## src/rtl/min_reduce_9bit.sv

```systemverilog
// Windowed min/argmin over 9-bit sign-magnitude samples; result registered, out_valid one cycle after the closing sample.
// While a result is held (HOLD) in_ready is low and nothing is consumed until the consumer takes the result.
module min_reduce_9bit #(
   parameter int WINDOW = 4,
   parameter int IDX_W  = $clog2(WINDOW),
   parameter int CNT_W  = $clog2(WINDOW + 1)
) (
   input  logic             clk,
   input  logic             rst_n,
   input  logic             in_valid,
   output logic             in_ready,
   input  logic [8:0]       in_data,
   input  logic             in_last,
   output logic             out_valid,
   input  logic             out_ready,
   output logic [8:0]       out_min,
   output logic [IDX_W-1:0] out_idx,
   output logic [CNT_W-1:0] out_count
);

   typedef enum logic [1:0] {IDLE, ACCUM, HOLD} state_t;

   localparam logic [CNT_W-1:0] WIN_CNT = CNT_W'(WINDOW);

   state_t           state, state_nxt;
   logic             in_xfer, out_xfer;
   logic [CNT_W-1:0] cnt_inc;

   // Sign-magnitude ordering: negatives rank by descending magnitude, so -0 sits just below +0.
   function automatic logic is_less(input logic [8:0] a, input logic [8:0] b);
      if (a[8] != b[8])
         return a[8];
      else if (!a[8])
         return a[7:0] < b[7:0];
      else
         return a[7:0] > b[7:0];
   endfunction

   assign in_xfer  = in_valid & in_ready;
   assign out_xfer = out_valid & out_ready;
   assign cnt_inc  = out_count + CNT_W'(1);

   always_ff @(posedge clk or negedge rst_n) begin
      if (!rst_n)
         state <= IDLE;
      else
         state <= state_nxt;
   end

   always_comb begin
      state_nxt = state;
      case (state)
         IDLE:    if (in_xfer) state_nxt = (in_last || WINDOW <= 1) ? HOLD : ACCUM;
         ACCUM:   if (in_xfer && (in_last || cnt_inc == WIN_CNT)) state_nxt = HOLD;
         HOLD:    if (out_xfer) state_nxt = IDLE;
         default: state_nxt = IDLE;
      endcase
   end

   always_comb begin
      in_ready  = (state != HOLD);
      out_valid = (state == HOLD);
   end

   // The running minimum registers double as the result outputs.
   always_ff @(posedge clk or negedge rst_n) begin
      if (!rst_n) begin
         out_min   <= 9'h000;
         out_idx   <= '0;
         out_count <= '0;
      end else if (in_xfer) begin
         if (state == IDLE) begin
            out_min   <= in_data;
            out_idx   <= '0;
            out_count <= CNT_W'(1);
         end else begin
            if (is_less(in_data, out_min)) begin
               out_min <= in_data;
               out_idx <= IDX_W'(out_count);
            end
            out_count <= cnt_inc;
         end
      end
   end

endmodule

```

## config.mk

```make
export PLATFORM = sky130hd
export DESIGN_NAME = min_reduce_9bit
export DESIGN_NICKNAME = d
export VERILOG_FILES = /design/src/rtl/min_reduce_9bit.sv
export SDC_FILE = /design/constraint.sdc
export NUM_CORES = 1
export LEC_CHECK = 0
export CAP_MARGIN = 20
export CORE_ASPECT_RATIO = 1.25
export CORE_MARGIN = 2
export CORE_UTILIZATION = 40
export DETAILED_ROUTE_END_ITERATION = 10
export PLACE_DENSITY = 0.73
export SYNTH_ARGS = -nofsm -noshare
export SYNTH_HDL_FRONTEND = slang
export SYNTH_SLANG_ARGS = --single-unit
```

## constraint.sdc

```tcl
create_clock -name clk -period 2.6 [get_ports clk]
set_input_delay 0.52 -clock clk [delete_from_list [all_inputs] [get_ports clk]]
set_output_delay 0.52 -clock clk [all_outputs]
set_load 0.05 [all_outputs]
```

==> metrics.txt, run 1 <==
Fmax=0.414 GHz; gr ovfl total=0; CTS Sinks=16; Post-Syn Area=1200 um2; final WL=2.80 mm; setup bufs post-CTS=0; final core occ=54.6%; Starting DRT DRC Count=26; CTS HTree Levels=1; first-pass detailed-route iteration total=4; Critical Path End=out_min[7]$_DFFE_PN0P_; Final Setup Violations=0; initial antenna violation count=0; Post-synth EDFFs=0; Critical Path Start Type=input pin; Fillers=274; Slew Viols, Final=0; area of the multi-input gates=701 um2; Area growth syn-to-layout=31.8%; Avg Inst Size Synth=8.49 um2; design area=1580 um2; CTS Hold Bufs=0; TNS Setup=0 ns; Total GRT Usage=18.3%; cell leakage power=0.000684 uW; vias in the first global route=1,171; RSZ-0062 raised after global routing=false; post-synth top area cell=dfrtp_1; fin crit period=2.42 ns; Inserted Clock Buffers=3; commonest non-fill, non-tap cells in the layout=clkdlybuf4s50_1 (27), nand2_1 (23), dfrtp_1 (16); pin count of the biggest net entering global routing=26; first-pass GRT wire length=4.97 mm; Slew headroom=48.6%; DRC viols=0; CP arrival=2.62 ns; FF-to-FF Start=out_min[5]$_DFFE_PN0P_; fraction of registers with async set/reset=100%; Routed Antenna Nets=0; Design Power=1810 uW; crit share post-route=92.9%; Core ar.=2890 um2; Clock Pin Slew Worst Setup and Hold Paths=0.10 ns; FF/Latch Area=400 um2; reg2reg setup slack=0.42 ns; Final Hold Fails=0; chip height=65.2 um; placed cell area=1560 um2; routability cong.=0.916; Synth Net Count=165; buffers added on ports=29; Die Width=52.9 um; R2R Path End=out_min[7]$_DFFE_PN0P_; P per Cell Area=1150 nW/um2; share of cells above drive strength 1=9.77%; post-synth top area share=33.4%; routed len/inst=13.3 um; Seq/Total Area, Yosys=33.4%; crit path launch=in_data[5]; routed via count=1,154; # resized after CTS=0; Die Footprint=3450 um2; Starting Density=41.4%; Via density=5.50; Worst-Skew Late Latency=0.28 ns; #FFs+latches synth=16; TritonCTS clock tree=done; Worst R2R Path Depth=7; clock root cell=clkbuf_4; diodes inserted=0; CP max FO=11; Gate Count Post-Synth=141; Synth Flop Type=dfrtp_1; CP Capture Type=register; synth unique cells=36; Syn. warnings=0; clk_skew=0.00292 ns; commonest non-fill, non-tap cell in the layout=clkdlybuf4s50_1; # nets final=200; worst-margin pin slew=0.769 ns; synth top area cells=dfrtp_1 (33%), ha_1 (10%), nand2_1 (7.2%); # IOs=30; HP Class=register to register; Setup CP Type=input pin to register; HPWL Detailed=2.11 mm; MaxCap Viol Count=0; Bufs on Longest Clock Path=2; Max IR drop VDD=0.000644 V; worst path required time=2.80 ns; status=complete, no violations; Row Count=22
==> critical path, cell delays in order <==
cell	delay (ns)
clkdlybuf4s50_1	0.42
ha_1	0.31
a211oi_1	0.25
o21bai_1	0.13
a32o_1	0.35
or4_1	0.52
o211ai_1	0.11
==> worst min path at each step <==
stage                          from                  endpoint  cells after the start
2_1_floorplan                 rst_n  out_count[0]$_DFFE_PN0P_                      0
3_3_place_gp   state[1]$_DFFE_PN0P_      state[1]$_DFFE_PN0P_                      1
3_5_place_dp   state[1]$_DFFE_PN0P_      state[1]$_DFFE_PN0P_                      1
4_1_cts        state[1]$_DFFE_PN0P_      state[1]$_DFFE_PN0P_                      1
5_1_grt        state[1]$_DFFE_PN0P_      state[1]$_DFFE_PN0P_                      1
6_report       state[1]$_DFFE_PN0P_      state[1]$_DFFE_PN0P_                      1
==> per-layer routing <==
metal  vias up  GRT usage [%]  share of wire [%]
met3         3           2.50                2.0
met2        14           30.8                 50
li1        582              -                  -
met1       555           24.5                 47
met5         -              0                  0
met4         0           4.49               0.96
==> sequential cells by signal (all words and copies together) (netlist names) <==
register / count
out_count: 3
out_idx: 2
out_min: 9
state: 2
==> per-stage QoR <==
step	setup WS [ns]	hold slack, ns	std cells
floorplan	0.257	0.224	141
global placement	-0.0578	0.464	207
detailed placement	-0.109	0.486	207
CTS	0.184	0.501	210
global route	0.0490	0.529	210
finish	0.183	0.501	210
==> layout make-up <==
| type | count | share of cell area (%) |
|---|---|---|
| Inverter | 11 | 2.62 |
| Timing Repair Buffer | 40 | 23.3 |
| Clock buffer | 3 | 1.43 |
| Sequential cell | 16 | 25.4 |
| Tap cell | 36 | 2.85 |
| Multi-Input combinational cell | 104 | 44.4 |
==> report_power, final <==
part | leakage [uW] | switching, uW | total [uW] | internal [uW]
Sequential | 0.000193 | 111 | 465 | 354
Combinational | 0.000477 | 765 | 1210 | 445
Clock | 0.0000138 | 78.3 | 132 | 53.6
Total | 0.000684 | 954 | 1810 | 853
==> logic make-up (layout without fill, tap and decap cells) <==
kind of cell	count (synthesis)	count (layout)	synth area share, %
and+or+nand+nor	58	58	27.2
AOI/OAI and AO/OA	34	34	19.3
buffers and inverters	21	54	8.05
DFF	16	16	33.4
adders and majority gates	10	10	10.4
xor gates and xnor gates	1	1	0.732
muxes	1	1	0.836
==> synthesized netlist by cell type, types with 2 or more instances <==
library cell and count:
a21oi_1 11, a32o_1 2, and3_1 2, buf_2 2
buf_6 2, clkbuf_1 6, dfrtp_1 16, ha_1 10
inv_1 11, nand2_1 23, nand3_1 2, nor2_1 5
nor2b_1 2, nor3b_1 7, o211ai_1 10, o21bai_1 2
or4_1 9
(Power assumes the default switching activity.)
==> run 2, diff against run 1 <==
Settings changed: GPL_ROUTABILITY_DRIVEN set to 0, REMOVE_ABC_BUFFERS set to 1.
Clock period 2.6 ns to 2.49 ns, I/O delays scaled along.
==> run 2 against run 1 <==
Compared with the run above: sequential share of layout area decreased by 0.69 points; worst hold slack improved by 0.0037 ns; cell count rose by 2.4%; core utilization is 1.5 points higher; worst setup slack got worse by 0.054 ns; sequential power grew 5.4%; non-clock buffer count rose by 4; clock-buffer cell count is 1 higher; wire length is 6.3% higher; design area is 2.8% higher; first-iteration DRC count up 35%; die area stayed put.
==> metrics.txt, run 2 (synthesis gave the netlist of run 1 again) <==
pre-CTS setup slack=-0.169 ns (was -0.109 ns); CP max stage cell=nor3_4 (was or4_1); met1 WL=1.22 mm (was 1.31 mm); TNS Setup=0 ns (unchanged); Largest register FFs=9 (unchanged); clock root cell=clkbuf_4 (unchanged); placed cell area=1590 um2 (was 1560 um2); Slew headroom=48.3% (was 48.6%); crit path launch=in_data[5] (unchanged); Row Count=22 (unchanged); CP Cell Sequence=clkdlybuf4s50_1 > ha_1 > a211oi_1 > or2_1 > and4_1 > nor3_4 > o211ai_1 (was clkdlybuf4s50_1 > ha_1 > a211oi_1 > o21bai_1 > a32o_1 > or4_1 > o211ai_1); CTS Hold Bufs=0 (unchanged); clk_skew=0.00706 ns (was 0.00292 ns); Inserted Clock Buffers=3 (unchanged); Bufs on Longest Clock Path=2 (unchanged); CTS HTree Levels=1 (unchanged); Critical Path Start Type=input pin (unchanged); Slew Viols, Final=0 (unchanged); Starting DRT DRC Count=35 (was 26); Final WS setup=0.129 ns (was 0.183 ns); Largest Register=out_min (unchanged); met2 wire len=1.55 mm (was 1.41 mm); Final Setup Violations=0 (unchanged); Fmax=0.424 GHz; design area=1620 um2 (was 1580 um2); metal3 WL=162 um (was 57 um); Final Hold Fails=0 (unchanged); P per Cell Area=1200 nW/um2 (was 1150 nW/um2); status=complete, no violations (unchanged); Clock Pin Slew Worst Setup and Hold Paths=0.11 ns (was 0.10 ns); hold path start=state[1]$_DFFE_PN0P_ (unchanged); commonest non-fill, non-tap cells in the layout=clkdlybuf4s50_1 (27), nand2_1 (23), buf_4 (17) (was clkdlybuf4s50_1 (27), nand2_1 (23), dfrtp_1 (16)); CP max FO=11 (unchanged); first-pass detailed-route iteration total=4 (unchanged); initial antenna violation count=0 (unchanged); Die Footprint=3450 um2 (unchanged); Core ar.=2890 um2 (unchanged); TritonCTS clock tree=done (unchanged); FF-to-FF Start=out_min[5]$_DFFE_PN0P_ (unchanged); worst path required time=2.65 ns (was 2.80 ns); Die Width=52.9 um (unchanged); buffers added on ports=29 (unchanged); HP Class=register to register (unchanged); Critical Path End=out_min[1]$_DFFE_PN0P_ (was out_min[7]$_DFFE_PN0P_); MaxCap Viol Count=0 (unchanged); CP arrival=2.53 ns (was 2.62 ns); DR top layer=met4 (unchanged); CP Capture Type=register (unchanged); Total GRT Usage=19.6% (was 18.3%); largest stage delay on the critical path=0.45 ns (was 0.52 ns); chip height=65.2 um (unchanged); # resized after CTS=0 (unchanged); setup bufs post-CTS=0 (unchanged); Worst R2R Path Depth=7 (unchanged); routed len/inst=13.9 um (was 13.3 um); cell leakage power=0.000711 uW (was 0.000684 uW); final WL=2.98 mm (was 2.80 mm); Max IR drop VDD=0.000607 V (was 0.000644 V); # IOs=30 (unchanged); reg2reg setup slack=0.31 ns (was 0.42 ns); fin crit period=2.36 ns; DRC viols=0 (unchanged); Worst-Skew Late Latency=0.30 ns (was 0.28 ns); gr ovfl total=0 (unchanged); Area growth syn-to-layout=35.4% (was 31.8%); first-pass GRT wire length=5.05 mm (was 4.97 mm); final core occ=56.1% (was 54.6%); Regs by FF count=out_min x9, out_count x3 (unchanged); Fillers=274 (unchanged); vias in the first global route=1,125 (was 1,171); worst-margin pin slew=0.772 ns (was 0.769 ns); routed via count=1,195 (was 1,154); # nets final=204 (was 200); Via density=5.56 (was 5.50); CTS Sinks=16 (unchanged); pin count of the biggest net entering global routing=26 (unchanged); commonest non-fill, non-tap cell in the layout=clkdlybuf4s50_1 (unchanged); Starting Density=41.4% (unchanged); diodes inserted=0 (unchanged); HPWL Detailed=2.25 mm (was 2.11 mm); RSZ-0062 raised after global routing=false (unchanged); R2R Path End=out_min[1]$_DFFE_PN0P_ (was out_min[7]$_DFFE_PN0P_); Setup CP Type=input pin to register (unchanged); Routed Antenna Nets=0 (unchanged); crit share post-route=94.8%; hold path cells=1 (unchanged); share of cells above drive strength 1=12.3% (was 9.77%)
-- run 2: changes by cell type in the layout (fill, tap and decap cells not counted), sizes merged --
| cell | previous run | this run |
|---|---|---|
| buf | 13 | 17 |
| clkbuf | 3 | 4 |
-- run 2: per-layer routing --
layer | global-route usage (%) | up-vias
li1 | - | 586
met1 | 24.6 | 570
met2 | 33.8 | 33
met3 | 2.50 | 6
met4 | 7.37 | 0
met5 | 0 | -
-- run 2: final cells by class --
type	count	area [um2]	area share, %
multi-input cells	104	701	43.2
flip-flops and latches	16	400	24.7
repair buffers	44	398	24.5
well taps	36	45.0	2.78
inverters	11	41.3	2.55
clock buffers	4	36.3	2.24
-- run 2: worst min-delay path by stage --
stage                          endpoint  slack [ns]
6_report           state[1]$_DFFE_PN0P_        0.50
5_1_grt            state[1]$_DFFE_PN0P_        0.55
4_1_cts            state[1]$_DFFE_PN0P_        0.51
3_5_place_dp       state[1]$_DFFE_PN0P_        0.50
3_3_place_gp       state[1]$_DFFE_PN0P_        0.47
2_1_floorplan  out_count[0]$_DFFE_PN0P_        0.20
-- run 2: where the power goes --
group          leakage [uW]  switching (uW)  internal [uW]
clock             0.0000210            99.9           89.3
combinational      0.000497             793            477
sequential         0.000193             121            370
total              0.000711            1010            936
-- run 2: through the flow --
step                instances  hold WS (ns)  power [uW]
global route              215         0.549        2090
detailed placement        211         0.496        1760
CTS                       215         0.510        1950
floorplan                 131         0.202        1330
finish                    215         0.505        1950
global placement          211         0.466        1740
-- run 2: critical path: cells and delay by family --
family,cells,cell delay [ns]
AO/OA/AOI/OAI,2,0.26
adder cells (fa/ha/maj),1,0.31
buffers and inverters,1,0.43
AND/OR/NAND/NOR,3,1.01
==> run 3, diff against run 2 <==
Settings changed: ABC_CLOCK_PERIOD_IN_PS set to 2490.
==> results of run 3 <==
No change in the layout: final DEF, timing and power equal those of run 2.
